[config.mk]
export PLATFORM = sky130hd
export DESIGN_NAME = rs_age_pool
export DESIGN_NICKNAME = d
export VERILOG_FILES = /design/src/rtl/rs_pkg.sv /design/src/rtl/rs_age_matrix.sv /design/src/rtl/rs_age_pool.sv
export SDC_FILE = /design/constraint.sdc
export NUM_CORES = 2
export LEC_CHECK = 0
export BUFFER_PORTS_ARGS = -buffer_cell sky130_fd_sc_hd__buf_2
export CORE_ASPECT_RATIO = 1.75
export CORE_MARGIN = 2
export CORE_UTILIZATION = 50
export CTS_BUF_LIST = sky130_fd_sc_hd__clkbuf_8
export DETAILED_ROUTE_END_ITERATION = 6
export GPL_ROUTABILITY_DRIVEN = 0
export PLACE_DENSITY = 0.67
export SLEW_MARGIN = 20
export SYNTH_ARGS = -nofsm -noshare
export SYNTH_HDL_FRONTEND = slang
export SYNTH_SLANG_ARGS = --single-unit
[constraint.sdc]
create_clock -name clk -period 4.7 [get_ports clk]
set_input_delay 0.94 -clock clk [delete_from_list [all_inputs] [get_ports clk]]
set_output_delay 0.94 -clock clk [all_outputs]
set_load 0.005 [all_outputs]
[src/rtl/rs_pkg.sv]
// Shared reservation-station definitions: opcode constants used by decoder/EX
// and the "operand already valid" rename tag.
package rs_pkg;

  localparam int TAG_NONE = 0;

  localparam logic [5:0] OP_ADD = 6'h00;
  localparam logic [5:0] OP_SUB = 6'h01;
  localparam logic [5:0] OP_AND = 6'h02;
  localparam logic [5:0] OP_OR  = 6'h03;
  localparam logic [5:0] OP_XOR = 6'h04;
  localparam logic [5:0] OP_BEQ = 6'h10;
  localparam logic [5:0] OP_BNE = 6'h11;

endpackage

[src/rtl/rs_age_matrix.sv]
// Age matrix for oldest-first select: age[j][i]=1 means entry j is older than entry i.
module rs_age_matrix #(
  parameter int DEPTH = 8
) (
  input  logic             clk,
  input  logic             rst,
  input  logic             en,
  input  logic             clr,
  input  logic [DEPTH-1:0] alloc,
  input  logic [DEPTH-1:0] free,
  input  logic [DEPTH-1:0] req,
  output logic [DEPTH-1:0] grant
);

  logic [DEPTH-1:0] age [DEPTH];

  // A new entry is younger than all others; its own row and column are fully rewritten.
  always_ff @(posedge clk) begin
    if (!rst) begin
      for (int j = 0; j < DEPTH; j++) age[j] <= '0;
    end else if (en) begin
      if (clr) begin
        for (int j = 0; j < DEPTH; j++) age[j] <= '0;
      end else begin
        for (int j = 0; j < DEPTH; j++) begin
          for (int i = 0; i < DEPTH; i++) begin
            if (alloc[i])
              age[j][i] <= (j != i);
            else if (alloc[j])
              age[j][i] <= 1'b0;
            else if (free[i] || free[j])
              age[j][i] <= 1'b0;
          end
        end
      end
    end
  end

  always_comb begin
    grant = '0;
    for (int i = 0; i < DEPTH; i++) begin
      logic older;
      older = 1'b0;
      for (int j = 0; j < DEPTH; j++) older = older | (req[j] & age[j][i]);
      grant[i] = req[i] & ~older;
    end
  end

endmodule

[src/rtl/rs_age_pool.sv]
// Reservation station with broadcast wakeup and oldest-ready-first issue.
// Optional build macro RS_WAKE_BYPASS_EN lets dispatch capture same-cycle broadcasts.
module rs_age_pool
  import rs_pkg::*;
#(
  parameter int DEPTH  = 8,
  parameter int TAG_W  = 4,
  parameter int DATA_W = 32,
  parameter int OP_W   = 6,
  parameter int ADDR_W = 32,
  parameter int IMM_W  = 32,
  parameter int WAKE_N = 2,
  localparam int CNT_W = $clog2(DEPTH) + 1
) (
  input  logic                     clk,
  input  logic                     rst,
  input  logic                     rdy,
  input  logic                     clr,
  input  logic                     disp_valid,
  output logic                     disp_ready,
  input  logic [OP_W-1:0]          disp_op,
  input  logic [ADDR_W-1:0]        disp_pc,
  input  logic [IMM_W-1:0]         disp_imm,
  input  logic [TAG_W-1:0]         disp_rd_tag,
  input  logic [TAG_W-1:0]         disp_rs1_tag,
  input  logic [TAG_W-1:0]         disp_rs2_tag,
  input  logic [DATA_W-1:0]        disp_rs1_dt,
  input  logic [DATA_W-1:0]        disp_rs2_dt,
  input  logic [WAKE_N-1:0]        wake_en,
  input  logic [WAKE_N*TAG_W-1:0]  wake_tag,
  input  logic [WAKE_N*DATA_W-1:0] wake_dt,
  output logic                     iss_valid,
  input  logic                     iss_ready,
  output logic [OP_W-1:0]          iss_op,
  output logic [ADDR_W-1:0]        iss_pc,
  output logic [IMM_W-1:0]         iss_imm,
  output logic [TAG_W-1:0]         iss_rd_tag,
  output logic [DATA_W-1:0]        iss_rs1_dt,
  output logic [DATA_W-1:0]        iss_rs2_dt,
  output logic [CNT_W-1:0]         count
);

  typedef struct packed {
    logic              valid;
    logic [OP_W-1:0]   op;
    logic [ADDR_W-1:0] pc;
    logic [IMM_W-1:0]  imm;
    logic [TAG_W-1:0]  rd_tag;
    logic [TAG_W-1:0]  rs1_tag;
    logic [TAG_W-1:0]  rs2_tag;
    logic [DATA_W-1:0] rs1_dt;
    logic [DATA_W-1:0] rs2_dt;
    logic              rs1_ready;
    logic              rs2_ready;
  } entry_t;

  // Returns {hit, data}; scanning high to low lets the lowest matching port win.
  function automatic logic [DATA_W:0] wake_lookup(
    input logic [TAG_W-1:0]         tag,
    input logic [WAKE_N-1:0]        en,
    input logic [WAKE_N*TAG_W-1:0]  tags,
    input logic [WAKE_N*DATA_W-1:0] dts
  );
    logic [DATA_W:0] r;
    r = '0;
    for (int k = WAKE_N - 1; k >= 0; k--) begin
      if (en[k] && tag != TAG_W'(TAG_NONE) && tags[k*TAG_W +: TAG_W] == tag)
        r = {1'b1, dts[k*DATA_W +: DATA_W]};
    end
    return r;
  endfunction

  entry_t           ent [DEPTH];
  entry_t           new_ent;
  logic [DATA_W:0]  w1 [DEPTH];
  logic [DATA_W:0]  w2 [DEPTH];
  logic [DEPTH-1:0] valid_vec, req, grant, alloc, free;
  logic             alloc_found, fire, iss_load, iss_take;

  always_comb begin
    valid_vec = '0;
    req       = '0;
    for (int i = 0; i < DEPTH; i++) begin
      valid_vec[i] = ent[i].valid;
      req[i]       = ent[i].valid & ent[i].rs1_ready & ent[i].rs2_ready;
      w1[i]        = wake_lookup(ent[i].rs1_tag, wake_en, wake_tag, wake_dt);
      w2[i]        = wake_lookup(ent[i].rs2_tag, wake_en, wake_tag, wake_dt);
    end
  end

  assign disp_ready = rdy & ~&valid_vec;
  assign fire       = disp_valid & disp_ready;
  assign iss_load   = rdy & (~iss_valid | iss_ready);
  assign iss_take   = iss_load & |grant;
  assign free       = iss_load ? grant : '0;

  always_comb begin
    alloc       = '0;
    alloc_found = 1'b0;
    for (int i = 0; i < DEPTH; i++) begin
      if (!valid_vec[i] && !alloc_found) begin
        alloc[i]    = fire;
        alloc_found = 1'b1;
      end
    end
  end

`ifdef RS_WAKE_BYPASS_EN
  logic [DATA_W:0] bw1, bw2;
  assign bw1 = wake_lookup(disp_rs1_tag, wake_en, wake_tag, wake_dt);
  assign bw2 = wake_lookup(disp_rs2_tag, wake_en, wake_tag, wake_dt);
`endif

  always_comb begin
    new_ent           = '0;
    new_ent.valid     = 1'b1;
    new_ent.op        = disp_op;
    new_ent.pc        = disp_pc;
    new_ent.imm       = disp_imm;
    new_ent.rd_tag    = disp_rd_tag;
    new_ent.rs1_tag   = disp_rs1_tag;
    new_ent.rs2_tag   = disp_rs2_tag;
    new_ent.rs1_dt    = disp_rs1_dt;
    new_ent.rs2_dt    = disp_rs2_dt;
    new_ent.rs1_ready = (disp_rs1_tag == TAG_W'(TAG_NONE));
    new_ent.rs2_ready = (disp_rs2_tag == TAG_W'(TAG_NONE));
`ifdef RS_WAKE_BYPASS_EN
    if (!new_ent.rs1_ready && bw1[DATA_W]) begin
      new_ent.rs1_ready = 1'b1;
      new_ent.rs1_dt    = bw1[DATA_W-1:0];
    end
    if (!new_ent.rs2_ready && bw2[DATA_W]) begin
      new_ent.rs2_ready = 1'b1;
      new_ent.rs2_dt    = bw2[DATA_W-1:0];
    end
`endif
  end

  rs_age_matrix #(.DEPTH(DEPTH)) u_age (
    .clk   (clk),
    .rst   (rst),
    .en    (rdy),
    .clr   (clr),
    .alloc (alloc),
    .free  (free),
    .req   (req),
    .grant (grant)
  );

  // Flush wins over dispatch, wakeup and issue; rdy=0 freezes everything.
  always_ff @(posedge clk) begin
    if (!rst || (rdy && clr)) begin
      for (int i = 0; i < DEPTH; i++) ent[i] <= '0;
      iss_valid  <= 1'b0;
      iss_op     <= '0;
      iss_pc     <= '0;
      iss_imm    <= '0;
      iss_rd_tag <= '0;
      iss_rs1_dt <= '0;
      iss_rs2_dt <= '0;
      count      <= '0;
    end else if (rdy) begin
      for (int i = 0; i < DEPTH; i++) begin
        if (free[i]) begin
          ent[i].valid <= 1'b0;
        end else if (alloc[i]) begin
          ent[i] <= new_ent;
        end else if (ent[i].valid) begin
          if (!ent[i].rs1_ready && w1[i][DATA_W]) begin
            ent[i].rs1_ready <= 1'b1;
            ent[i].rs1_dt    <= w1[i][DATA_W-1:0];
          end
          if (!ent[i].rs2_ready && w2[i][DATA_W]) begin
            ent[i].rs2_ready <= 1'b1;
            ent[i].rs2_dt    <= w2[i][DATA_W-1:0];
          end
        end
      end
      if (iss_load) begin
        iss_valid <= |grant;
        for (int i = 0; i < DEPTH; i++) begin
          if (grant[i]) begin
            iss_op     <= ent[i].op;
            iss_pc     <= ent[i].pc;
            iss_imm    <= ent[i].imm;
            iss_rd_tag <= ent[i].rd_tag;
            iss_rs1_dt <= ent[i].rs1_dt;
            iss_rs2_dt <= ent[i].rs2_dt;
          end
        end
      end
      count <= count + CNT_W'(fire) - CNT_W'(iss_take);
    end
  end

endmodule

Yosys cells after proc, flatten, opt, wreduce, memory -nomap -nowiden. Memories as Yosys holds them, arrays and structs flattened. Index checks and enable logic that the tools add are counted.

Register bits: 143. RAM bits: 1256. Latch bits: 0. Memory bits (read-only): 0. Word-level logic and storage cells: 1872. Bits of input ports: 226. Memories: 2. Output and inout port bits: 144.

Muxes and demuxes: 1251. Div/mod/pow operators: 0. Reduce and logical (&&, ||, !) cells: 171. Multiply operators: 0. $add $sub $neg: 2. Shift-type cells: 0. $lt $le $gt $ge: 0. Bitwise gates (word level): 406. Equality and inequality tests: 32.

Memories: ent (depth 8, width 149, rd ports 8, clocked after Yosys merged registers in 0, write ports 8, RTL line rs_age_pool.sv:73) `entry_t ent [DEPTH];`; u_age.age (depth 8, width 8, rd ports 8, clocked after Yosys merged registers in 0, write ports 8, RTL line rs_age_matrix.sv:15) `logic [DEPTH-1:0] age [DEPTH];`.

Operator list (number): $mux W32 (48); $mux W148 (8); $mux W1 (1138); $mux W33 (32); $or A1 B1 Y1 (305); $eq A4 B4 Y1 (32); $and A1 B1 Y1 (92); $logic_and A1 B1 Y1 (88); $mux W8 (9); $reduce_bool A4 Y1 (16); $mux W6 (8); $mux W4 (8); $logic_not A1 Y1 (31); $logic_or A1 B1 Y1 (29); $not A1 Y1 (9); $logic_not A4 Y1 (2); $reduce_and A8 Y1 (1); $reduce_bool A8 Y1 (1); $reduce_or A8 Y1 (1); $add A4 B1 Y4 (1); $sub A4 B1 Y4 (1); $reduce_and A3 Y1 (1); $reduce_and A2 Y1 (1).

Depth between registers and ports, before layout. An unclocked memory read counts as a cell.

Depth after elaboration: 30. Gate-level depth with buffers: 18. Mapped depth without buffers: 15.

Modules after synthesis. A second synthesis with hierarchy kept.

Cells, all modules: 6035. Area total of the unflattened synthesis: 70413.8 µm².

By module, submodules not included: rs_age_pool (cells an instance 5787, instances 1, area an instance 67486.0 µm², seq. area each 38657.1 µm²); rs_age_matrix (cells an instance 248, instances 1, area an instance 2927.8 µm², seq. area each 1681.6 µm²).

Worst setup path after synthesis. No wires, ideal clock.

Kind: input -> register. From: in rdy. To: mem ent[1][215] in the netlist's numbering (enable). Stages: 10. Data required time: 4265 ps. Path buffers: 3. Path slack: 104 ps. Library setup time: 435 ps. Arrival: 4160 ps. Path through: clkbuf_1 nand2_1 nor2_1 nand3_1 nor3b_1 o21ai_0 and2_1 clkbuf_1 clkbuf_1 inv_1.

RTL lines: from (decl) (RTL line rs_age_pool.sv:17) `input logic rdy,`; to (decl) (RTL line rs_age_pool.sv:73).

==> flow_metrics.py <==
metrics = {
    "cts": {
        "cts.hold.buffers_added": 0,
        "htree_levels": 4,
        "root_buffer": "clkbuf_8",
        "cts_buffer_depth": 3,
        "cts_tree": "done",
        "clk_pin_slew_worst_paths_ps": 70,
        "cts_buffers": 199,
        "post-cts-setup-buffers": 0,
        "cts_resized": 0,
        "numClockSinks": 1391,
        "clk_latency_ps": 980,
    },
    "route": {
        "wire_per_inst_um": 29.7,
        "finalWirelength_um": 245000,
        "ant_nets": 0,
        "drc": 0,
        "vias_per_cell": 6.57,
        "drtIter0Drc": 6606,
        "drt-pass1-iter-count": 7,
        "vias": 54065,
    },
    "timing": {
        "slew_violations": 0,
        "relSlewSlack_pct": 20.4,
        "tightest_slew_ps": 1190,
        "min_period_over_period_pct": 80.8,
        "fin_crit_ps": 3800,
        "fin_ws_ps": 904,
        "finalSetupViolations": 0,
        "fmax_mhz": 263,
        "rsz0062_at_grt": "false",
        "finalHoldViolCount": 0,
        "skew_ps": 49.9,
        "tns_ps": 0,
    },
    "global_routing": {
        "grtUsageTotal_pct": 34.9,
        "use_met1_pct": 40.1,
        "grt-busiest-layer": "met2",
        "grt_pass1_wl_um": 352000,
        "grt_pass1_vias": 53960,
        "grtUsageMet3_pct": 8.37,
        "grt_max_degree": 147,
        "overflow": 0,
        "antenna_found_initial": 35,
        "grtUsageMet2_pct": 58.8,
    },
    "pwr": {
        "leakage_nw": 26.8,
        "power_density_nw_per_um2": 354,
        "vdd_drop_max_uv": 251,
    },
    "die": {
        "dieArea_sq_um": 138000,
        "core_area_sq_um": 134000,
        "row_count": 178,
        "fp.dieW_um": 282,
        "die_y_um": 490,
        "io_pins": 370,
        "start_util_pct": 50.3,
    },
    "setup_path": {
        "r2r_end": "iss_rs1_dt[23]",
        "crit_path_end_kind": "flop",
        "crit_path_max_fanout": 40,
        "rr_worst_depth": 8,
        "reg2reg_from": "ent[1][446]",
        "r2r_slack_ps": 900,
        "startpoint_type": "flop",
        "cp.required_ps": 5510,
        "worstSetupPathType": "reg -> reg",
        "arrival_ps": 4610,
    },
    "logic_synthesis": {
        "synth_nets": 6390,
        "ys_warn_count": 0,
        "syn_inst": 6159,
        "ys_dominant_reg_cell": "edfxtp_1",
        "avgSynthCellArea_sq_um": 11.0,
        "synth_edf_count": 1248,
        "yosysMostFrequentCell": "edfxtp_1",
        "synth_area_leader_cell": "edfxtp_1",
        "synth_area_sq_um": 67600,
        "synth_cell_types": 63,
        "ys_seq_elements": 1391,
        "async_reset_ff_share_pct": 0,
        "synthTopCellsByArea": "edfxtp_1, mux2i_1, nor2_1",
        "synthTopCellsByCount": "edfxtp_1, nor2_1, nand2_1, mux2i_1, clkbuf_1",
        "synth.top_cell.area_share_pct": 55.4,
        "ys_seq_area_share_pct": 59.7,
    },
    "min_path": {
        "whs_path_depth": 3,
        "hp-start": "disp_rs2_dt[27]",
        "whs_endpoint": "ent[0][327]",
        "hp-class": "in -> reg",
    },
    "placement": {
        "place_hpwl_um": 141000,
        "dp_slack_ps": 944,
        "portBuffers": 369,
    },
    "layout": {
        "layout.nets": 6473,
        "area_growth_pct": 11.0,
        "drive_above_1_share_pct": 13.5,
        "fillers": 11473,
    },
    "job": {
        "drv_cap": 0,
    },
    "outcome": {
        "status": "completed",
    },
}
## registers in the layout, summed over array words and instances, names as in the netlist
register    cells
iss_op          6
iss_rd_tag      4
iss_rs1_dt     32
iss_valid       1
count           4
u_age.age      56
ent          1192
iss_pc         32
iss_imm        32
iss_rs2_dt     32
## layout by cell type, fill, tap and decap left out, drive strengths merged, types with 4 or more instances in the layout
master	count
clkinv	43
a32oi	138
diode	18
edfxtp	1248
or2	4
o21a	139
ha	4
o21ai	435
nor2	824
and2	5
o32ai	138
xnor2	98
inv	262
nand3	172
or3	23
buf	526
dfxtp	143
o22a	138
nand2	803
o211ai	14
nand4	59
clkbuf	225
and3b	4
nand3b	7
and3	5
mux2i	514
a21oi	54
nor3	71
a211oi	130
a221oi	138
bufinv	5
o2111ai	7
## how the worst max path moves through the flow
stage / startpoint / to / slack [ps] / cells past startpoint
after detailed placement: rdy / ent[1][235] / 940 / 10
after floorplan: rdy / ent[1][215] / 100 / 10
after CTS: ent[1][148] / iss_rs1_dt[23] / 990 / 8
after global placement: rdy / ent[1][238] / 980 / 10
after global routing: ent[1][446] / count[3] / 800 / 15
final: ent[1][446] / iss_rs1_dt[23] / 900 / 8
## worst max-delay path: stages, from the launching register on
cell,delay (ps)
edfxtp_1,550
and3_1,340
a22oi_1,150
nand3b_1,390
nand3_4,870
buf_4,590
o21a_1,220
a32oi_1,360
o32ai_1,150
## cell type report
cell class / count / area, sq um / area share (%)
Sequential cell: 1391 / 40300 / 53.7
Multi-Input combinational cell: 3960 / 24200 / 32.3
Timing Repair Buffer: 526 / 3650 / 4.86
Clock buffer: 225 / 3100 / 4.13
Tap cell: 1800 / 2250 / 3.00
Clock inverter: 148 / 827 / 1.10
Inverter: 164 / 638 / 0.850
Antenna cell: 18 / 45.0 / 0.0600
## kinds of logic (layout without fill, tap and decap cells)
kind of cell | after synthesis | count (layout) | synth area share [%]
AND/OR/NAND/NOR | 1991 | 1991 | 12.0
adder cells (fa/ha/maj) | 5 | 5 | 0.104
AO/OA/AOI/OAI | 1351 | 1351 | 14.3
other | 0 | 18 | 0
flip-flops | 1391 | 1391 | 59.7
buffers and inverters | 808 | 1063 | 4.99
multiplexers | 514 | 514 | 7.61
XOR/XNOR | 99 | 99 | 1.28
## through the flow
step | utilization, % | instance area, sq um | hold slack [ps] | instances | power (mW)
global route | 55.9 | 75000 | 338 | 8218 | 27.4
global placement | 52.9 | 71100 | 480 | 7841 | 17.1
floorplan | - | 67600 | 465 | 6159 | 16.1
finish | 55.9 | 75100 | 365 | 8232 | 26.6
detailed placement | 52.9 | 71100 | 486 | 7841 | 17.2
CTS | 55.9 | 75000 | 315 | 8214 | 26.6
## power by group
group	internal [mW]	leakage, nW	total (mW)	switching, mW
logic	0.741	9.97	2.45	1.71
clock network	4.70	2.34	9.61	4.91
registers	14.2	14.5	14.5	0.301
total	19.7	26.8	26.6	6.91
## routing by layer
layer / share of wire [%] / vias up
li1: - / 22865
met1: 34 / 26545
met2: 49 / 3617
met3: 11 / 992
met4: 6.3 / 46
met5: 0.12 / -
No activity file was read; power rests on OpenSTA's default activity.
